**src/rtl/vga_fb_scanout_if.sv**
```systemverilog
// Framebuffer row-read bus between the scanout (master) and the framebuffer holder (slave).
interface vga_fb_scanout_if;
  logic        fb_rd;
  logic [4:0]  fb_row_addr;
  logic [31:0] fb_row_data;

  modport master (output fb_rd, output fb_row_addr, input fb_row_data);
  modport slave  (input fb_rd, input fb_row_addr, output fb_row_data);
endinterface

```
**src/rtl/vga_fb_scanout.sv**
```systemverilog
// 640x480@60 scanout of a 32x32 mono framebuffer, scaled by SCALE and centred; one row fetch per image line.
// Optional: define VGA_FB_SCANOUT_BORDER_EN to draw a 1-pixel fg_rgb frame around the image.
module vga_fb_scanout #(
  parameter int H_ACTIVE = 640,
  parameter int H_FP     = 16,
  parameter int H_SYNC   = 96,
  parameter int H_BP     = 48,
  parameter int V_ACTIVE = 480,
  parameter int V_FP     = 10,
  parameter int V_SYNC   = 2,
  parameter int V_BP     = 33,
  parameter int SCALE    = 12,
  parameter int X_OFFSET = 128,
  parameter int Y_OFFSET = 48
) (
  input  logic               clk,
  input  logic               reset,
  vga_fb_scanout_if.master   fb,
  input  logic [2:0]         fg_rgb,
  input  logic [2:0]         bg_rgb,
  output logic [2:0]         rgb,
  output logic               hsync,
  output logic               vsync,
  output logic               display_on,
  output logic               frame_start
);
  localparam int H_TOTAL = H_ACTIVE + H_FP + H_SYNC + H_BP;
  localparam int V_TOTAL = V_ACTIVE + V_FP + V_SYNC + V_BP;
  localparam int HW      = $clog2(H_TOTAL);
  localparam int VW      = $clog2(V_TOTAL);
  localparam int IMG     = 32 * SCALE;
  localparam int SW      = (SCALE > 1) ? $clog2(SCALE) : 1;

  localparam logic [HW-1:0] H_LAST  = HW'(H_TOTAL - 1);
  localparam logic [HW-1:0] H_VIS   = HW'(H_ACTIVE);
  localparam logic [HW-1:0] H_FETCH = HW'(H_ACTIVE - 1);
  localparam logic [HW-1:0] HS_BEG  = HW'(H_ACTIVE + H_FP);
  localparam logic [HW-1:0] HS_END  = HW'(H_ACTIVE + H_FP + H_SYNC);
  localparam logic [HW-1:0] X_BEG   = HW'(X_OFFSET);
  localparam logic [HW-1:0] X_END   = HW'(X_OFFSET + IMG);
  localparam logic [VW-1:0] V_LAST  = VW'(V_TOTAL - 1);
  localparam logic [VW-1:0] V_VIS   = VW'(V_ACTIVE);
  localparam logic [VW-1:0] VS_BEG  = VW'(V_ACTIVE + V_FP);
  localparam logic [VW-1:0] VS_END  = VW'(V_ACTIVE + V_FP + V_SYNC);
  localparam logic [VW-1:0] Y_BEG   = VW'(Y_OFFSET);
  localparam logic [VW-1:0] Y_END   = VW'(Y_OFFSET + IMG);
  localparam logic [SW-1:0] S_LAST  = SW'(SCALE - 1);

  if (X_OFFSET + IMG > H_ACTIVE || Y_OFFSET + IMG > V_ACTIVE) begin : g_bad_window
    $error("vga_fb_scanout: image window does not fit in the active area");
  end

  logic [HW-1:0] h_cnt_q, h_cnt_d;
  logic [VW-1:0] v_cnt_q, v_cnt_d, v_next;
  logic [4:0]    r_q, r_d, c_q, c_d, row_addr_q, row_addr_d, next_row;
  logic [SW-1:0] ys_q, ys_d, xs_q, xs_d;
  logic [31:0]   line_buf_q, line_buf_d;
  logic          fb_rd_q, fb_rd_d, rd_dly_q, rd_dly_d;
  logic [2:0]    rgb_q, rgb_d;
  logic          hsync_q, hsync_d, vsync_q, vsync_d, disp_q, disp_d, fs_q, fs_d;
  logic          h_wrap, v_wrap, in_x, in_y, next_in_y, pix;

`ifdef VGA_FB_SCANOUT_BORDER_EN
  localparam logic [HW-1:0] X_RING = HW'(X_OFFSET - 1);
  localparam logic [VW-1:0] Y_RING = VW'(Y_OFFSET - 1);
  if (X_OFFSET < 1 || Y_OFFSET < 1) begin : g_bad_border
    $error("vga_fb_scanout: border needs X_OFFSET and Y_OFFSET of at least 1");
  end
  logic on_ring;
  always_comb begin
    on_ring = ((h_cnt_q == X_RING || h_cnt_q == X_END) && v_cnt_q >= Y_RING && v_cnt_q <= Y_END) ||
              ((v_cnt_q == Y_RING || v_cnt_q == Y_END) && h_cnt_q >= X_RING && h_cnt_q <= X_END);
  end
`endif

  always_comb begin
    h_wrap  = (h_cnt_q == H_LAST);
    v_wrap  = (v_cnt_q == V_LAST);
    h_cnt_d = h_wrap ? '0 : h_cnt_q + HW'(1);
    v_next  = v_wrap ? '0 : v_cnt_q + VW'(1);
    v_cnt_d = h_wrap ? v_next : v_cnt_q;
    in_x      = (h_cnt_q >= X_BEG) && (h_cnt_q < X_END);
    in_y      = (v_cnt_q >= Y_BEG) && (v_cnt_q < Y_END);
    next_in_y = (v_next >= Y_BEG) && (v_next < Y_END);

    // Column/row trackers replace a divide by SCALE; both sit at 0 outside the window.
    c_d  = '0;
    xs_d = '0;
    if (in_x) begin
      if (xs_q == S_LAST) c_d = c_q + 5'd1;
      else begin
        c_d  = c_q;
        xs_d = xs_q + SW'(1);
      end
    end
    r_d  = r_q;
    ys_d = ys_q;
    if (h_wrap) begin
      r_d  = '0;
      ys_d = '0;
      if (in_y) begin
        if (ys_q == S_LAST) r_d = r_q + 5'd1;
        else begin
          r_d  = r_q;
          ys_d = ys_q + SW'(1);
        end
      end
    end

    // Fetch for the next line; the strobe is registered so it is high while h_cnt == H_ACTIVE.
    next_row   = in_y ? ((ys_q == S_LAST) ? r_q + 5'd1 : r_q) : 5'd0;
    fb_rd_d    = (h_cnt_q == H_FETCH) && next_in_y;
    row_addr_d = fb_rd_d ? next_row : row_addr_q;
    rd_dly_d   = fb_rd_q;
    line_buf_d = rd_dly_q ? fb.fb_row_data : line_buf_q;

    disp_d  = (h_cnt_q < H_VIS) && (v_cnt_q < V_VIS);
    hsync_d = !((h_cnt_q >= HS_BEG) && (h_cnt_q < HS_END));
    vsync_d = !((v_cnt_q >= VS_BEG) && (v_cnt_q < VS_END));
    fs_d    = (h_cnt_q == '0) && (v_cnt_q == '0);
    pix     = line_buf_q[5'd31 - c_q];
    rgb_d   = '0;
    if (disp_d) begin
      if (in_x && in_y) rgb_d = pix ? fg_rgb : bg_rgb;
`ifdef VGA_FB_SCANOUT_BORDER_EN
      else if (on_ring) rgb_d = fg_rgb;
`endif
      else rgb_d = bg_rgb;
    end
  end

  always_ff @(posedge clk) begin
    if (reset) begin
      h_cnt_q    <= '0;
      v_cnt_q    <= '0;
      r_q        <= '0;
      ys_q       <= '0;
      c_q        <= '0;
      xs_q       <= '0;
      row_addr_q <= '0;
      line_buf_q <= '0;
      fb_rd_q    <= 1'b0;
      rd_dly_q   <= 1'b0;
      rgb_q      <= '0;
      hsync_q    <= 1'b1;
      vsync_q    <= 1'b1;
      disp_q     <= 1'b0;
      fs_q       <= 1'b0;
    end else begin
      h_cnt_q    <= h_cnt_d;
      v_cnt_q    <= v_cnt_d;
      r_q        <= r_d;
      ys_q       <= ys_d;
      c_q        <= c_d;
      xs_q       <= xs_d;
      row_addr_q <= row_addr_d;
      line_buf_q <= line_buf_d;
      fb_rd_q    <= fb_rd_d;
      rd_dly_q   <= rd_dly_d;
      rgb_q      <= rgb_d;
      hsync_q    <= hsync_d;
      vsync_q    <= vsync_d;
      disp_q     <= disp_d;
      fs_q       <= fs_d;
    end
  end

  assign fb.fb_rd       = fb_rd_q;
  assign fb.fb_row_addr = row_addr_q;
  assign rgb            = rgb_q;
  assign hsync          = hsync_q;
  assign vsync          = vsync_q;
  assign display_on     = disp_q;
  assign frame_start    = fs_q;
endmodule

```
**src/flat_wrapper.sv**
```systemverilog
// flat-port wrapper written by rule: the top's interface ports become plain ports
module vga_fb_scanout_flat 
#(
  parameter int H_ACTIVE = 640,
  parameter int H_FP     = 16,
  parameter int H_SYNC   = 96,
  parameter int H_BP     = 48,
  parameter int V_ACTIVE = 480,
  parameter int V_FP     = 10,
  parameter int V_SYNC   = 2,
  parameter int V_BP     = 33,
  parameter int SCALE    = 12,
  parameter int X_OFFSET = 128,
  parameter int Y_OFFSET = 48
)
  (clk, reset, fg_rgb, bg_rgb, rgb, hsync, vsync, display_on, frame_start, fb_fb_rd, fb_fb_row_addr, fb_fb_row_data);
  vga_fb_scanout_if fb_i ();
  input  logic clk;
  input  logic reset;
  input  logic [2:0] fg_rgb;
  input  logic [2:0] bg_rgb;
  output logic [2:0] rgb;
  output logic hsync;
  output logic vsync;
  output logic display_on;
  output logic frame_start;
  output wire logic [$bits(fb_i.fb_rd)-1:0] fb_fb_rd;
  output wire logic [$bits(fb_i.fb_row_addr)-1:0] fb_fb_row_addr;
  input wire logic [$bits(fb_i.fb_row_data)-1:0] fb_fb_row_data;
  assign fb_fb_rd = fb_i.fb_rd;
  assign fb_fb_row_addr = fb_i.fb_row_addr;
  assign fb_i.fb_row_data = fb_fb_row_data;
  vga_fb_scanout #(.H_ACTIVE(H_ACTIVE), .H_FP(H_FP), .H_SYNC(H_SYNC), .H_BP(H_BP), .V_ACTIVE(V_ACTIVE), .V_FP(V_FP), .V_SYNC(V_SYNC), .V_BP(V_BP), .SCALE(SCALE), .X_OFFSET(X_OFFSET), .Y_OFFSET(Y_OFFSET)) u_core (.clk(clk), .reset(reset), .fb(fb_i), .fg_rgb(fg_rgb), .bg_rgb(bg_rgb), .rgb(rgb), .hsync(hsync), .vsync(vsync), .display_on(display_on), .frame_start(frame_start));
endmodule
```
**config.mk**
```make
export PLATFORM = sky130hd
export DESIGN_NAME = vga_fb_scanout_flat
export DESIGN_NICKNAME = d
export VERILOG_FILES = /design/src/rtl/vga_fb_scanout_if.sv /design/src/rtl/vga_fb_scanout.sv /design/src/flat_wrapper.sv
export SDC_FILE = /design/constraint.sdc
export NUM_CORES = 1
export LEC_CHECK = 0
export ABC_AREA = 1
export CORE_UTILIZATION = 45
export DETAILED_ROUTE_END_ITERATION = 6
export PLACE_DENSITY = 0.76
export SYNTH_ARGS = -nofsm -noshare
export SYNTH_HDL_FRONTEND = slang
export SYNTH_SLANG_ARGS = --single-unit
```
**constraint.sdc**
```tcl
create_clock -name clk -period 4.6 [get_ports clk]
set_clock_uncertainty 0.05 [all_clocks]
set_input_delay 1.15 -clock clk [delete_from_list [all_inputs] [get_ports clk]]
set_output_delay 1.15 -clock clk [all_outputs]
set_load 0.03 [all_outputs]
```
==> results of run 1 <==
[worst reg2reg max path: cells and delay by family (launching register included)]
kind                   cells  cell delay, ns
buffers and inverters      1            0.43
and+or+nand+nor           10            0.99
DFF                        1            0.82
[routing by layer]
metal  vias up  wire, microns  part of all wire
li1       1924              -                 -
met1      1745           4000              0.45
met2        65           4550              0.51
met3        10            328             0.037
met4         0            104             0.012
met5         -              0                 0
[flip-flops by register name, indices dropped and copies added, names as in the netlist]
register and count:
u_core.frame_start 1, u_core.line_buf_q 32, u_core.xs_q 4, u_core.hsync 1, u_core.rd_dly_q 1, u_core.display_on 1, u_core.v_cnt_q 10, u_core.r_q 5
u_core.fb.fb_rd 1, u_core.vsync 1, u_core.fb.fb_row_addr 5, u_core.rgb 3, u_core.c_q 5, u_core.ys_q 4, u_core.h_cnt_q 10
[cells in the final DEF (no fill, tap or decap), types with 2 or more instances in the layout]
master           count
bufinv_16            3
a211oi_1             2
nor4_1               3
o21ai_0             53
nor2_2               2
nand3_2              2
clkdlybuf4s50_1     52
o22ai_1              3
nor2_1              96
ha_1                 8
a21oi_1             39
nor3_1               7
inv_1               80
nand2_1            107
nand4_1              5
or2_2                2
dfxtp_1             84
o211ai_1             2
nand3_1             47
nand2_2              2
clkbuf_8            10
[cell type report]
type | instances | area, sq um
clock inverter | 6 | 111
sequential | 84 | 1680
tap | 105 | 131
inverter | 81 | 304
timing repair buffer | 53 | 528
fill | 766 | 3560
clock buffer | 10 | 138
multi-input combinational | 390 | 1840
[worst max path at each step]
stage	start	to
after floorplan	reset	u_core.v_cnt_q[7]
after global placement	reset	u_core.h_cnt_q[8]
after detailed placement	reset	u_core.h_cnt_q[8]
after CTS	reset	u_core.v_cnt_q[7]
after global routing	reset	u_core.v_cnt_q[8]
final	reset	u_core.v_cnt_q[7]
[power groups by stage]
| stage | Combinational [uW] | Clock [uW] | Sequential [uW] |
|---|---|---|---|
| 6_report | 69.8 | 647 | 734 |
| 5_1_grt | 75.8 | 689 | 735 |
| 4_1_cts | 70.3 | 654 | 734 |
| 3_5_place_dp | 69.3 | 0 | 751 |
| 3_3_place_gp | 68.6 | 0 | 751 |
| 2_1_floorplan | 20.0 | 0 | 756 |
[stage by stage]
stage	cells	total power [uW]	hold WS, ns
global route	729	1500	0.417
global placement	713	819	0.381
finish	729	1450	0.399
floorplan	574	776	0.368
CTS	729	1460	0.403
detailed placement	713	820	0.392
[cells by family after synthesis]
logic type | Yosys count
flip-flops | 84
adder cells (fa/ha/maj) | 8
AO/OA/AOI/OAI | 104
XOR/XNOR | 2
buffers and inverters | 100
AND/OR/NAND/NOR | 276
==> flow_summary.yaml, run 1 <==
status:
  status: "complete, no violations"
synthesis:
  yosysWarnings: 0
  yosys-top-cells-count: "nand2_1 (107), nor2_1 (96), dfxtp_1 (84), inv_1 (80), o21ai_0 (53)"
  synth.area.top_cells: "dfxtp_1 (43%), nand2_1 (10%), nor2_1 (9.2%)"
  yosysTopAreaCellShare: 0.429
  synth_edf_count: 0
  synthDistinctLibCells: 34
  yosysMostFrequentCell: "nand2_1"
  synth_compound_area_frac: 0.142
  synth_adder_area_share: 0.0256
  synth.cell_area_sq_um: 3920
  yosysSeqAreaShare: 0.429
  synth_top_family_by_area: "simple AND/OR/NAND/NOR gates"
  synth_area_per_cell_sq_um: 6.82
  ys_ff_latch: 84
  synth_nets: 622
  synthSimpleGateAreaFrac: 0.298
  synth-xor-area-share: 0.00447
  synth.area.mux_share: 0
  ys.flop_type: "dfxtp_1"
  synth_cells: 574
  yosysTopAreaCell: "dfxtp_1"
  async_reset_ff_frac: 0
power:
  swShare: 0.209
  ir_worst_vdd_mv: 0.216
  p_int_uw: 1150
  power.switching_uw: 303
  seq_power_share: 0.506
  powerDensity_nw_per_um2: 306
  pwr-share-clk: 0.446
  combPwrFrac: 0.048
  leakagePower_uw: 0.00192
floorplanning:
  die_h_microns: 95.3
  num_rows: 33
  core_sq_um: 8300
  initial_core_util: 0.472
  io_pins: 53
  dieArea_sq_um: 9080
  die_x_microns: 95.3
hold_path:
  hold_path_startpoint: "u_core.fb.fb_rd"
  holdPathStages: 2
  hold_path_class: "flip-flop to flip-flop"
  min_to: "u_core.rd_dly_q"
cts:
  clkSlewWorstSetupHoldPaths_ns: 0.09
  clock_path_buffers: 2
  htreeDepth: 3
  cts_setup_buffers: 0
  cts_tree: "yes"
  clock_sinks: 84
  post_cts_resized: 0
  clockRootBuffer: "clkbuf_8"
  numCtsBuffers: 9
  worst_skew_pair.late_latency_ns: 0.36
  cts.hold.buffers_added: 0
layout:
  final_core_util: 0.571
  layout.nets: 667
  diodes: 0
  stdcell_area_sq_um: 4740
  drive_gt1_frac: 0.0449
  areaGrowthSynthToFinish_pct: 20.9
sta:
  min_period_over_period: 0.585
  rsz0062_at_grt: "no"
  setup_viol_count_final: 0
  final_hold_viol_count: 0
  worst_slack_ns: 1.91
  fin_setup_tns_ns: 0
  slew-limit-headroom: 0.178
  fmax_ghz: 0.371
  slew_violations: 0
  finalWorstPathRequiredPeriod_ns: 2.69
  tightest_slew_ns: 1.23
placed_design:
  gp_congestion: 0.835
  port_buffers: 52
  placed_area_sq_um: 4490
  dp_hpwl_microns: 6240
  dp_slack_ns: 1.59
global_route:
  grtUsageTotal: 0.210
  overflow: 0
  use_met3: 0.0470
  antenna_found_initial: 0
  top_usage_layer: "met2"
  met2_usage: 0.377
  grt_max_degree: 51
  grt_pass1_wl_microns: 15000
  grt_pass1_vias: 3510
  grt_util_met1: 0.240
worst_setup_path:
  worst_path_max_delay_cell: "nor2_1"
  startpoint_type: "input port"
  r2r_slack_ns: 2.22
  cp_data_arrival_time_ns: 2.92
  required_ns: 4.83
  critPathCaptureType: "flip-flop"
  reg2reg_to: "u_core.rgb[1]"
  path_delay_family: "buffers and inverters"
  worstPathCellList: "clkdlybuf4s50_1, nor2_1, inv_1, o22ai_1"
  worstPathMaxFanout: 12
  max_stage_delay_ns: 0.78
  crit_buf_inv: 2
  crit_cells: 4
  r2r-start: "u_core.c_q[0]"
  crit_type: "input port to flip-flop"
  r2r_cells: 11
detailed_routing:
  wirelength_microns: 8980
  detail_route.wl_per_cell_microns: 12.3
  via_count: 3744
  via_per_inst: 5.14
  drc: 0
  drt_iter0_drc: 157
  ant_nets: 0
  drtPass1Iterations: 5
job:
  maxCapViolCount: 0
(Power assumes the default switching activity.)
==> run 2: changes to the inputs <==
--- a/config.mk
+++ b/config.mk
@@ -8,7 +8,7 @@
 export ABC_AREA = 1
 export CORE_UTILIZATION = 45
 export DETAILED_ROUTE_END_ITERATION = 6
-export PLACE_DENSITY = 0.76
+export PLACE_DENSITY = 0.79
 export SYNTH_ARGS = -nofsm -noshare
 export SYNTH_HDL_FRONTEND = slang
 export SYNTH_SLANG_ARGS = --single-unit
==> constraint.sdc (replaced) <==
create_clock -name clk -period 2.3 [get_ports clk]
set_clock_uncertainty 0.05 [all_clocks]
set_input_delay 0.575 -clock clk [delete_from_list [all_inputs] [get_ports clk]]
set_output_delay 0.575 -clock clk [all_outputs]
set_load 0.03 [all_outputs]
==> run 2 against run 1 <==
Count of clock-buffer cells in the layout down 1. Sequential power up 100%. Clock power up 56%. Via count up 1.2%. Register-to-register slack worse by 2.0 ns. Largest cell class unchanged.
==> flow_summary.yaml, run 2 (synthesized netlist as in run 1, its figures left out) <==
floorplanning:
  die_x_microns: 95.3
  num_rows: 33
  initial_core_util: 0.472
  die_h_microns: 95.3
  io_pins: 53
  core_sq_um: 8300
  dieArea_sq_um: 9080
layout:
  diodes: 0
  layout.nets: 675
  final_cell_mix: "nand2_1 (107), nor2_1 (96), dfxtp_1 (84)"
  fill_cells: 781
  drive_gt1_frac: 0.0540
  regMostFlops: "u_core.line_buf_q"
  final_common_cell: "nand2_1"
  stdcell_area_sq_um: 4740
  reg.largest.list: "u_core.line_buf_q x32, u_core.h_cnt_q x10, u_core.v_cnt_q x10"
  largest_reg_flops: 32
  final-instance-count-excl-fill: 735
  areaGrowthSynthToFinish_pct: 21.0
cts:
  clock_path_buffers: 2
  numCtsBuffers: 9
  worst_skew_pair.late_latency_ns: 0.36
  htreeDepth: 3
  cts.hold.buffers_added: 0
  cts_tree: "yes"
  clockRootBuffer: "clkbuf_8"
  clkSlewWorstSetupHoldPaths_ns: 0.08
  post_cts_resized: 0
  cts_setup_buffers: 0
  clock_sinks: 84
sta:
  rsz0062_at_grt: "no"
  finalWorstPathRequiredPeriod_ns: 2.05
  min_period_over_period: 0.891
  fmax_ghz: 0.488
  worst_slack_ns: 0.252
  tightest_slew_ns: 0.848
  fin_setup_tns_ns: 0
  final_hold_viol_count: 0
  slew_violations: 0
  slew-limit-headroom: 0.434
  setup_viol_count_final: 0
placed_design:
  dp_slack_ns: 0.249
  placed_area_sq_um: 4560
  gp_congestion: 0.866
  placed_cells: 721
  port_buffers: 52
  dp_hpwl_microns: 6530
worst_setup_path:
  worstPathCellList: "clkdlybuf4s50_1"
  startpoint: "u_core.fb.fb_rd"
  startpoint_type: "flip-flop"
  r2r-start: "u_core.h_cnt_q[0]"
  critPathCaptureType: "output pin"
  worstPathMaxFanout: 2
  path_delay_family: "buffers and inverters"
  worst_path_max_delay_cell: "clkdlybuf4s50_1"
  max_stage_delay_ns: 0.69
  r2r_cells: 10
  crit_buf_inv: 1
  cp_data_arrival_time_ns: 1.42
  crit_type: "flip-flop to output pin"
  crit_cells: 1
  required_ns: 1.67
global_route:
  overflow: 0
  grt_pass1_wl_microns: 15500
  grt_max_degree: 44
  antenna_found_initial: 0
  grt_pass1_vias: 3709
  grtUsageTotal: 0.216
power:
  total_power_uw: 2630
  powerDensity_nw_per_um2: 554
  ir_worst_vdd_mv: 0.353
  leakagePower_uw: 0.00193
status:
  status: "complete, no violations"
hold_path:
  hold_path_class: "flip-flop to flip-flop"
  holdPathStages: 1
  hold_path_startpoint: "u_core.xs_q[0]"
job:
  maxCapViolCount: 0
detailed_routing:
  via_per_inst: 5.16
  ant_nets: 0
  drc: 0
  detail_route.wl_per_cell_microns: 12.3
  wirelength_microns: 9040
  via_count: 3789
  drt_iter0_drc: 135
  drtPass1Iterations: 5
==> run 2: cell types whose count changed in the layout (fill, tap and decap cells not counted), sizes merged <==
cell	previous run	this run
clkbuf	10	9
clkinvlp	1	2
bufinv	3	1
buf	1	9
==> run 2: power by group <==
group / total (uW) / switching [uW] / leakage, uW / internal [uW]
Sequential: 1470 / 5.16 / 0.000678 / 1460
Combinational: 147 / 59.8 / 0.00117 / 87.1
Clock: 1010 / 525 / 0.0000870 / 486
Total: 2630 / 590 / 0.00193 / 2040
==> run 2: worst reg2reg max path: stages (launching register included) <==
cell     delay (ns)
dfxtp_1        0.38
ha_1           0.19
nand2_1        0.07
nor2_1         0.15
inv_1          0.11
nor2_1         0.20
nand3_1        0.16
nor2_2         0.16
nand3_2        0.22
nor2_1         0.18
nor2_1         0.07
==> run 2: routing by layer <==
| metal | track usage | up-vias | part of all wire |
|---|---|---|---|
| li1 | - | 1936 | - |
| met1 | 0.242 | 1752 | 0.43 |
| met2 | 0.395 | 80 | 0.51 |
| met3 | 0.0486 | 21 | 0.048 |
| met4 | 0.0821 | 0 | 0.019 |
| met5 | 0 | - | 0 |
==> run 2: area by class of cell <==
type | count | area, sq um | area share
Clock inverter | 5 | 55.1 | 0.0116
Clock buffer | 9 | 124 | 0.0261
Inverter | 81 | 304 | 0.0642
Tap cell | 105 | 131 | 0.0277
Sequential cell | 84 | 1680 | 0.355
Multi-Input combinational cell | 390 | 1840 | 0.389
Timing Repair Buffer | 61 | 601 | 0.127
==> run 2: final timing paths <==
| check | to | slack (ns) |
|---|---|---|
| hold reg to reg | u_core.xs_q[0] | 0.41 |
| setup reg to reg | u_core.fb.fb_row_addr[0] | 0.25 |
| setup / recovery | fb_fb_rd | 0.25 |
| hold / removal | u_core.xs_q[0] | 0.41 |
==> run 2: per-stage QoR <==
step,hold WS [ns],util
global placement,0.380,0.549
detailed placement,0.396,0.549
CTS,0.408,0.571
finish,0.405,0.571
floorplan,0.368,-
global route,0.427,0.571
==> run 3: changes to the inputs <==
--- a/config.mk
+++ b/config.mk
@@ -7,7 +7,9 @@
 export LEC_CHECK = 0
 export ABC_AREA = 1
 export CORE_UTILIZATION = 45
+export CTS_BUF_LIST = sky130_fd_sc_hd__clkbuf_4
 export DETAILED_ROUTE_END_ITERATION = 6
+export GPL_TIMING_DRIVEN = 0
 export PLACE_DENSITY = 0.79
 export SYNTH_ARGS = -nofsm -noshare
 export SYNTH_HDL_FRONTEND = slang
==> run 3 against run 2 <==
Global-route usage fell by 0.20 points. Combinational power barely moved. Non-clock buffer count grew 10. Hold slack got worse by 0.022 ns. Critical path depth did not move.
==> flow_summary.yaml, run 3 (synthesized netlist as in run 1, its figures left out) <==
power:
  powerDensity_nw_per_um2: 562
  leakagePower_uw: 0.00194
  ir_worst_vdd_mv: 0.269
  total_power_uw: 2670
layout:
  final_core_util: 0.572
  final_cell_mix: "nand2_1 (107), nor2_1 (96), dfxtp_1 (84)"
  layout.nets: 685
  drive_gt1_frac: 0.0530
  fill_cells: 766
  final-instance-count-excl-fill: 746
  final_common_cell: "nand2_1"
  areaGrowthSynthToFinish_pct: 21.3
  diodes: 0
  multi_input_area_sq_um: 1840
  regMostFlops: "u_core.line_buf_q"
  largest_reg_flops: 32
  reg.largest.list: "u_core.line_buf_q x32, u_core.h_cnt_q x10, u_core.v_cnt_q x10"
  seqCellArea_sq_um: 1680
sta:
  rsz0062_at_grt: "no"
  fmax_ghz: 0.481
  setup_viol_count_final: 0
  fin_setup_tns_ns: 0
  tightest_slew_ns: 0.571
  slew_violations: 0
  min_period_over_period: 0.903
  final_hold_viol_count: 0
  slew-limit-headroom: 0.619
  finalWorstPathRequiredPeriod_ns: 2.08
  worst_slack_ns: 0.223
cts:
  clockRootBuffer: "clkbuf_4"
  numCtsBuffers: 9
  cts.hold.buffers_added: 0
  worst_skew_pair.late_latency_ns: 0.43
  htreeDepth: 3
  cts_setup_buffers: 0
  post_cts_resized: 0
  clock_path_buffers: 2
  clock_sinks: 84
  cts_tree: "yes"
  clkSlewWorstSetupHoldPaths_ns: 0.13
global_route:
  met2_usage: 0.380
  grt_pass1_vias: 3667
  antenna_found_initial: 0
  grt_pass1_wl_microns: 15300
  grt_max_degree: 15
  grtUsageTotal: 0.214
  grt_util_met1: 0.251
  overflow: 0
  use_met3: 0.0359
  top_usage_layer: "met2"
worst_setup_path:
  startpoint_type: "flip-flop"
  crit_buf_inv: 1
  max_stage_delay_ns: 0.68
  crit_type: "flip-flop to output pin"
  required_ns: 1.67
  worstPathCellList: "clkdlybuf4s50_1"
  path_delay_family: "buffers and inverters"
  critPathCaptureType: "output pin"
  worst_path_max_delay_cell: "clkdlybuf4s50_1"
  worstPathMaxFanout: 2
  cp_data_arrival_time_ns: 1.45
  r2r_slack_ns: 0.32
detailed_routing:
  drt_iter0_drc: 210
  drc: 0
  ant_nets: 0
  via_count: 3802
  wirelength_microns: 9130
  via_per_inst: 5.10
  drtPass1Iterations: 4
  detail_route.wl_per_cell_microns: 12.2
floorplanning:
  initial_core_util: 0.472
  dieArea_sq_um: 9080
  die_x_microns: 95.3
  die_h_microns: 95.3
  io_pins: 53
  core_sq_um: 8300
  num_rows: 33
placed_design:
  dp_hpwl_microns: 6830
  placed_cells: 731
  dp_slack_ns: 0.00538
  port_buffers: 52
  gp_congestion: 0.868
status:
  status: "complete, no violations"
hold_path:
  hold_path_class: "flip-flop to flip-flop"
job:
  maxCapViolCount: 0
[run 3: cell types whose count changed in the layout (fill, tap and decap cells not counted), moves of 2 or more]
cell        change
buf_2           +5
clkinvlp_4      -2
buf_4           -7
clkbuf_8        -9
bufinv_16       +2
clkbuf_1       +10
clkbuf_4        +9
[run 3: stage by stage]
stage               hold WS (ns)  instance area, sq um
finish                     0.383                  4750
CTS                        0.377                  4750
detailed placement         0.362                  4570
global route               0.390                  4750
floorplan                  0.368                  3920
global placement           0.363                  4570
[run 3: path summary, 6_finish.rpt]
path,cells after the start,endpoint,from
setup / recovery,1,fb_fb_rd,u_core.fb.fb_rd
hold / removal,2,u_core.rd_dly_q,u_core.fb.fb_rd
setup reg to reg,10,u_core.v_cnt_q[7],u_core.h_cnt_q[0]
hold reg to reg,2,u_core.rd_dly_q,u_core.fb.fb_rd
[run 3: final cells by class]
cell class,instances,area share
clock inverter,6,0.0237
multi-input combinational,390,0.388
sequential,84,0.354
tap,105,0.0277
clock buffer,9,0.0142
inverter,81,0.0640
buffer,19,0.0190
timing repair buffer,52,0.110
[run 3: routing by layer]
layer / vias up / wire length (microns)
met5: - / 0
met4: 0 / 102
met3: 11 / 383
met2: 81 / 4550
met1: 1731 / 4100
li1: 1979 / -
[run 3: where the power goes]
part	leakage (uW)	switching, uW	internal [uW]
registers	0.000678	4.78	1460
logic	0.00117	62.0	83.3
clock network	0.0000964	506	548
total	0.00194	573	2100
